==> src/rtl/instr_decode_if.sv <==
// Decode-stage bus: fetched word plus pipeline controls in, registered control bundle out.
// The slave modport is the decoder; the master modport is whatever feeds and consumes it.
interface instr_decode_if;
  logic [15:0] instr;
  logic        instr_valid;
  logic        stall;
  logic        flush;
  logic        out_valid;
  logic        alu_en;
  logic [3:0]  alu_op;
  logic [3:0]  shamt;
  logic [2:0]  rsrc;
  logic [2:0]  rdst;
  logic [15:0] imm;
  logic        use_imm;
  logic        reg_wr;
  logic        mem_rd;
  logic        mem_wr;
  logic        flag_wr;
  logic        illegal;

  modport master (
    output instr, instr_valid, stall, flush,
    input  out_valid, alu_en, alu_op, shamt, rsrc, rdst, imm, use_imm,
           reg_wr, mem_rd, mem_wr, flag_wr, illegal
  );

  modport slave (
    input  instr, instr_valid, stall, flush,
    output out_valid, alu_en, alu_op, shamt, rsrc, rdst, imm, use_imm,
           reg_wr, mem_rd, mem_wr, flag_wr, illegal
  );
endinterface

==> src/rtl/instr_decode.sv <==
// 16-bit instruction decoder with a two-word LDM sequence (opcode word, then immediate word).
// Every output comes straight from a register; stall freezes everything, flush inserts a bubble.
module instr_decode (
  input  logic           clk,
  input  logic           rst,
  instr_decode_if.slave  bus
);

  typedef enum logic {FIRST, IMM} state_t;

  typedef struct packed {
    logic        out_valid;
    logic        alu_en;
    logic [3:0]  alu_op;
    logic [3:0]  shamt;
    logic [2:0]  rsrc;
    logic [2:0]  rdst;
    logic [15:0] imm;
    logic        use_imm;
    logic        reg_wr;
    logic        mem_rd;
    logic        mem_wr;
    logic        flag_wr;
    logic        illegal;
  } bundle_t;

  localparam logic [4:0] OP_LDM = 5'b01101;

  localparam logic [3:0] ALU_INC  = 4'b0000;
  localparam logic [3:0] ALU_DEC  = 4'b0001;
  localparam logic [3:0] ALU_ADD  = 4'b0010;
  localparam logic [3:0] ALU_SUB  = 4'b0011;
  localparam logic [3:0] ALU_MOV  = 4'b0100;
  localparam logic [3:0] ALU_NOT  = 4'b0101;
  localparam logic [3:0] ALU_OR   = 4'b0110;
  localparam logic [3:0] ALU_AND  = 4'b0111;
  localparam logic [3:0] ALU_SHL  = 4'b1000;
  localparam logic [3:0] ALU_SHR  = 4'b1001;
  localparam logic [3:0] ALU_SETC = 4'b1010;
  localparam logic [3:0] ALU_CLC  = 4'b1011;

  state_t  state_q, state_d;
  bundle_t out_q, out_d;
  logic [2:0] ldm_rsrc_q, ldm_rsrc_d;
  logic [2:0] ldm_rdst_q, ldm_rdst_d;

  // Single-word decode; LDM is assembled separately once its immediate arrives.
  function automatic bundle_t decode(input logic [15:0] w);
    bundle_t b;
    b           = '0;
    b.out_valid = 1'b1;
    b.alu_en    = 1'b1;
    b.rsrc      = w[10:8];
    b.rdst      = w[7:5];
    unique case (w[15:11])
      5'b00001: begin b.alu_op = ALU_SETC; b.flag_wr = 1'b1; end
      5'b00010: begin b.alu_op = ALU_CLC;  b.flag_wr = 1'b1; end
      5'b00011: begin b.alu_op = ALU_NOT;  b.reg_wr = 1'b1; b.flag_wr = 1'b1; end
      5'b00100: begin b.alu_op = ALU_INC;  b.reg_wr = 1'b1; b.flag_wr = 1'b1; end
      5'b00101: begin b.alu_op = ALU_DEC;  b.reg_wr = 1'b1; b.flag_wr = 1'b1; end
      5'b00110: begin b.alu_op = ALU_MOV;  b.reg_wr = 1'b1; end
      5'b00111: begin b.alu_op = ALU_ADD;  b.reg_wr = 1'b1; b.flag_wr = 1'b1; end
      5'b01000: begin b.alu_op = ALU_SUB;  b.reg_wr = 1'b1; b.flag_wr = 1'b1; end
      5'b01001: begin b.alu_op = ALU_AND;  b.reg_wr = 1'b1; b.flag_wr = 1'b1; end
      5'b01010: begin b.alu_op = ALU_OR;   b.reg_wr = 1'b1; b.flag_wr = 1'b1; end
      5'b01011: begin
        b.alu_op = ALU_SHL; b.shamt = w[4:1]; b.reg_wr = 1'b1; b.flag_wr = 1'b1;
      end
      5'b01100: begin
        b.alu_op = ALU_SHR; b.shamt = w[4:1]; b.reg_wr = 1'b1; b.flag_wr = 1'b1;
      end
      5'b01110: begin b.alu_en = 1'b0; b.mem_rd = 1'b1; b.reg_wr = 1'b1; end
      5'b01111: begin b.alu_en = 1'b0; b.mem_wr = 1'b1; end
      5'b00000: begin
        b           = '0;
        b.out_valid = 1'b1;
      end
      default: begin
        // Undefined opcodes still occupy a slot so the trap logic downstream sees them.
        b           = '0;
        b.out_valid = 1'b1;
        b.illegal   = 1'b1;
      end
    endcase
    return b;
  endfunction

  // NOTE: every variable driven here gets a default first so no latch can be inferred.
  always_comb begin
    state_d    = state_q;
    out_d      = '0;
    ldm_rsrc_d = ldm_rsrc_q;
    ldm_rdst_d = ldm_rdst_q;

    if (bus.flush) begin
      state_d    = FIRST;
      ldm_rsrc_d = '0;
      ldm_rdst_d = '0;
    end else if (bus.stall) begin
      out_d = out_q;
    end else begin
      unique case (state_q)
        FIRST: begin
          if (bus.instr_valid) begin
            if (bus.instr[15:11] == OP_LDM) begin
              ldm_rsrc_d = bus.instr[10:8];
              ldm_rdst_d = bus.instr[7:5];
              state_d    = IMM;
            end else begin
              out_d = decode(bus.instr);
            end
          end
        end
        IMM: begin
          if (bus.instr_valid) begin
            out_d.out_valid = 1'b1;
            out_d.alu_en    = 1'b1;
            out_d.alu_op    = ALU_MOV;
            out_d.rsrc      = ldm_rsrc_q;
            out_d.rdst      = ldm_rdst_q;
            out_d.imm       = bus.instr;
            out_d.use_imm   = 1'b1;
            out_d.reg_wr    = 1'b1;
            state_d         = FIRST;
          end
        end
        default: state_d = FIRST;
      endcase
    end
  end

  // NOTE: sequential state uses non-blocking assignments so all registers update together.
  always_ff @(posedge clk) begin
    if (rst) begin
      state_q    <= FIRST;
      out_q      <= '0;
      ldm_rsrc_q <= '0;
      ldm_rdst_q <= '0;
    end else begin
      state_q    <= state_d;
      out_q      <= out_d;
      ldm_rsrc_q <= ldm_rsrc_d;
      ldm_rdst_q <= ldm_rdst_d;
    end
  end

  assign bus.out_valid = out_q.out_valid;
  assign bus.alu_en    = out_q.alu_en;
  assign bus.alu_op    = out_q.alu_op;
  assign bus.shamt     = out_q.shamt;
  assign bus.rsrc      = out_q.rsrc;
  assign bus.rdst      = out_q.rdst;
  assign bus.imm       = out_q.imm;
  assign bus.use_imm   = out_q.use_imm;
  assign bus.reg_wr    = out_q.reg_wr;
  assign bus.mem_rd    = out_q.mem_rd;
  assign bus.mem_wr    = out_q.mem_wr;
  assign bus.flag_wr   = out_q.flag_wr;
  assign bus.illegal   = out_q.illegal;

endmodule

==> src/flat_wrapper.sv <==
// flat-port wrapper written by rule: the top's interface ports become plain ports
module instr_decode_flat 
  (clk, rst, bus_instr, bus_instr_valid, bus_stall, bus_flush, bus_out_valid, bus_alu_en, bus_alu_op, bus_shamt, bus_rsrc, bus_rdst, bus_imm, bus_use_imm, bus_reg_wr, bus_mem_rd, bus_mem_wr, bus_flag_wr, bus_illegal);
  instr_decode_if bus_i ();
  input  logic clk;
  input  logic rst;
  input wire logic [$bits(bus_i.instr)-1:0] bus_instr;
  input wire logic [$bits(bus_i.instr_valid)-1:0] bus_instr_valid;
  input wire logic [$bits(bus_i.stall)-1:0] bus_stall;
  input wire logic [$bits(bus_i.flush)-1:0] bus_flush;
  output wire logic [$bits(bus_i.out_valid)-1:0] bus_out_valid;
  output wire logic [$bits(bus_i.alu_en)-1:0] bus_alu_en;
  output wire logic [$bits(bus_i.alu_op)-1:0] bus_alu_op;
  output wire logic [$bits(bus_i.shamt)-1:0] bus_shamt;
  output wire logic [$bits(bus_i.rsrc)-1:0] bus_rsrc;
  output wire logic [$bits(bus_i.rdst)-1:0] bus_rdst;
  output wire logic [$bits(bus_i.imm)-1:0] bus_imm;
  output wire logic [$bits(bus_i.use_imm)-1:0] bus_use_imm;
  output wire logic [$bits(bus_i.reg_wr)-1:0] bus_reg_wr;
  output wire logic [$bits(bus_i.mem_rd)-1:0] bus_mem_rd;
  output wire logic [$bits(bus_i.mem_wr)-1:0] bus_mem_wr;
  output wire logic [$bits(bus_i.flag_wr)-1:0] bus_flag_wr;
  output wire logic [$bits(bus_i.illegal)-1:0] bus_illegal;
  assign bus_i.instr = bus_instr;
  assign bus_i.instr_valid = bus_instr_valid;
  assign bus_i.stall = bus_stall;
  assign bus_i.flush = bus_flush;
  assign bus_out_valid = bus_i.out_valid;
  assign bus_alu_en = bus_i.alu_en;
  assign bus_alu_op = bus_i.alu_op;
  assign bus_shamt = bus_i.shamt;
  assign bus_rsrc = bus_i.rsrc;
  assign bus_rdst = bus_i.rdst;
  assign bus_imm = bus_i.imm;
  assign bus_use_imm = bus_i.use_imm;
  assign bus_reg_wr = bus_i.reg_wr;
  assign bus_mem_rd = bus_i.mem_rd;
  assign bus_mem_wr = bus_i.mem_wr;
  assign bus_flag_wr = bus_i.flag_wr;
  assign bus_illegal = bus_i.illegal;
  instr_decode u_core (.clk(clk), .rst(rst), .bus(bus_i));
endmodule
==> config.mk <==
export PLATFORM = sky130hd
export DESIGN_NAME = instr_decode_flat
export DESIGN_NICKNAME = d
export VERILOG_FILES = /design/src/rtl/instr_decode_if.sv /design/src/rtl/instr_decode.sv /design/src/flat_wrapper.sv
export SDC_FILE = /design/constraint.sdc
export NUM_CORES = 1
export LEC_CHECK = 0
export ABC_AREA = 1
export BUFFER_PORTS_ARGS = -buffer_cell sky130_fd_sc_hd__buf_4
export CAP_MARGIN = 20
export CORE_MARGIN = 2
export CORE_UTILIZATION = 55
export DETAILED_ROUTE_END_ITERATION = 10
export HOLD_SLACK_MARGIN = 0.03
export PLACE_DENSITY = 0.87
export SLEW_MARGIN = 5
export SYNTH_ARGS = -nofsm -noshare
export SYNTH_HDL_FRONTEND = slang
export SYNTH_SLANG_ARGS = --single-unit
==> constraint.sdc <==
create_clock -name clk -period 2.8 [get_ports clk]
set_clock_uncertainty 0.1 [all_clocks]
set_input_delay 0.28 -clock clk [delete_from_list [all_inputs] [get_ports clk]]
set_output_delay 0.28 -clock clk [all_outputs]
set_load 0.01 [all_outputs]
==> qor.txt <==
Final instance area - 0.00259 mm2
Post-DP HPWL - 3.19 mm
Worst-margin pin slew - 992 ps
Initial antenna violation count - 0
P per Cell Area - 501 mW/mm2
Slew margin rel. - 0.338
Synth Cell Area - 0.00202 mm2
N_diodes - 0
Worst hold margin - 130 ps
Die area - 0.00417 mm2
TritonCTS buffer count - 5
Clk sinks - 45
CTS tree - yes
Gr ovfl total - 0
Setup crit end kind - register
Most frequent cells in the layout - nand2_1 (80), buf_4 (59), dfxtp_1 (45), a21oi_1 (39), inv_1 (28)
Post-synthesis sequential area ratio - 0.446
Synth unique cells - 23
H-tree Lvls - 2
Commonest non-fill, non-tap cell in the layout - nand2_1
Fin crit share - 0.503
Final Hold Fails - 0
Gr usage total - 0.228
Clock Tree Buf Depth - 2
First-pass iteration count of the detailed router - 4
CTS clk-pin slew, worst paths - 90 ps
Nets - 359
Mapped Cells - 282
Average size of a mapped cell - 7.16 um2
Vias in the first global route - 1725
Final Max Tran Viols - 0
Via density - 5.14
Filler cell count - 305
First-pass GRT wire length - 7.56 mm
Post-synth top area cell - dfxtp_1
# rows - 22
Die H - 64.6 um
Power Total - 1.30 mW
Num ports - 59
Slowest-stage cell, CP - buf_4
Leakage - 1.16 nW
Worst VDD drop - 0.404 mV
Cts repair resizes - 0
RSZ-0062 raised after global routing - false
Layout area overhead - 28.5%
Top post-synthesis cells by area - dfxtp_1 (45%), nand2_1 (15%), a21oi_1 (9.7%)
Worst min path class - in2reg
Fmax - 709 MHz
I/O Buffers - 58
Post-Route WL - 4.60 mm
CP required - 2890 ps
Kind of critical path - in2reg
Pin count of the biggest net entering global routing - 36
CP arrival - 1500 ps
Max-capacitance violation count - 0
Post-layout util - 0.719
Post-synth top area share - 0.446
Crit-path cells - buf_4 > inv_2 > nand2_1 > nor2_4 > nand3_2 > clkinv_2 > o21ai_0 > a21oi_1
Skew-Pair Late Insertion Delay - 300 ps
Root buffer cell - clkbuf_8
Crit path max fanout - 35
Crit start category - input port
Worst Path Buf+Inv - 3
Final ANT Viol Nets - 0
Die W - 64.6 um
Storage element area - 901 um2
Routed len/inst - 11.9 um
Tmin final - 1410 ps
Critical path's top delay family - buffers and inverters
Synth warnings - 0
Hold-fix buffers, CTS - 0
Initial drt markers - 152
Setup violators final - 0
Multi-input logic area - 940 um2
DR DRC count - 0
Post-Syn Nets - 303
Starting Density - 0.560
RD Place Congestion - 0.986
Postcts setup bufs - 0
Placed inst area - 0.00247 mm2
Number of register bits inferred by synthesis - 45
Setup TNS Final - 0 ps
Vias - 1990
CP peak stage delay - 330 ps
Outcome - finished clean
Core ar. - 0.00361 mm2
Share of layout cells above drive strength 1 - 0.283
[metal layers]
metal | vias up | share of wire | GRT usage
met2 | 53 | 0.50 | 0.388
met1 | 911 | 0.43 | 0.293
met3 | 8 | 0.057 | 0.0503
met4 | 0 | 0.014 | 0.0638
li1 | 1018 | - | -
met5 | - | 0 | 0
[path summary, 6_finish.rpt]
path / start / end / slack (ps) / cells past startpoint
min: bus_instr[0] / u_core.bus.imm[0]$_SDFFE_PP0N_ / 130 / 3
max reg2reg: u_core.state_q$_SDFFE_PP0N_ / u_core.bus.imm[10]$_SDFFE_PP0N_ / 1390 / 4
max: bus_stall / u_core.ldm_rdst_q[1]$_SDFFE_PP0P_ / 1390 / 8
min reg2reg: u_core.ldm_rsrc_q[0]$_SDFFE_PP0P_ / u_core.ldm_rsrc_q[0]$_SDFFE_PP0P_ / 360 / 2
[worst min-delay path: stages]
cell,delay (ps)
buf_4,110
nand2_1,50
a21oi_1,50
[where the power goes]
group          leakage, nW  switching, mW  total, mW  internal, mW
sequential           0.363        0.00378      0.650         0.646
combinational        0.739         0.0900      0.141        0.0513
clock               0.0574          0.217      0.507         0.290
[Yosys cell counts]
cell type and count:
nor2_1 18, a21oi_1 39, nand2_2 7, inv_2 5, o21ai_0 18, o221ai_1 1
buf_6 1, nand3_4 1, nor2_4 3, a21oi_2 6, nand2_1 80, a31oi_1 1
a21oi_4 1, dfxtp_1 45, a211oi_1 1, clkinv_2 1, nand4_1 4, inv_1 28
nor2_2 4, clkbuf_1 8, nand3_1 8, buf_4 1, nand3_2 1
[registers in the layout, summed over array words and instances, names as in the netlist, 3 cells and up]
signal             cells
u_core.bus.rsrc        3
u_core.bus.imm        16
u_core.ldm_rdst_q      3
u_core.bus.alu_op      4
u_core.ldm_rsrc_q      3
u_core.bus.shamt       4
u_core.bus.rdst        3
[cells by family after synthesis]
kind of cell    share of synthesized area
simple gates                        0.279
compound gates                      0.187
flops                               0.446
buf+inv                            0.0880
[metrics by stage]
step / std cells / setup slack, ps
floorplan: 282 / 1570
global placement: 379 / 1150
detailed placement: 379 / 1080
CTS: 387 / 1380
global route: 387 / 1220
finish: 387 / 1390
[final cells by class]
| cell class | instances | area share |
|---|---|---|
| Clock inverter | 2 | 0.0145 |
| Inverter | 34 | 0.0497 |
| Clock buffer | 6 | 0.0319 |
| Multi-Input combinational cell | 193 | 0.362 |
| Sequential cell | 45 | 0.347 |
| Tap cell | 48 | 0.0232 |
| Timing Repair Buffer | 59 | 0.171 |
No activity file was read; power rests on OpenSTA's default activity.
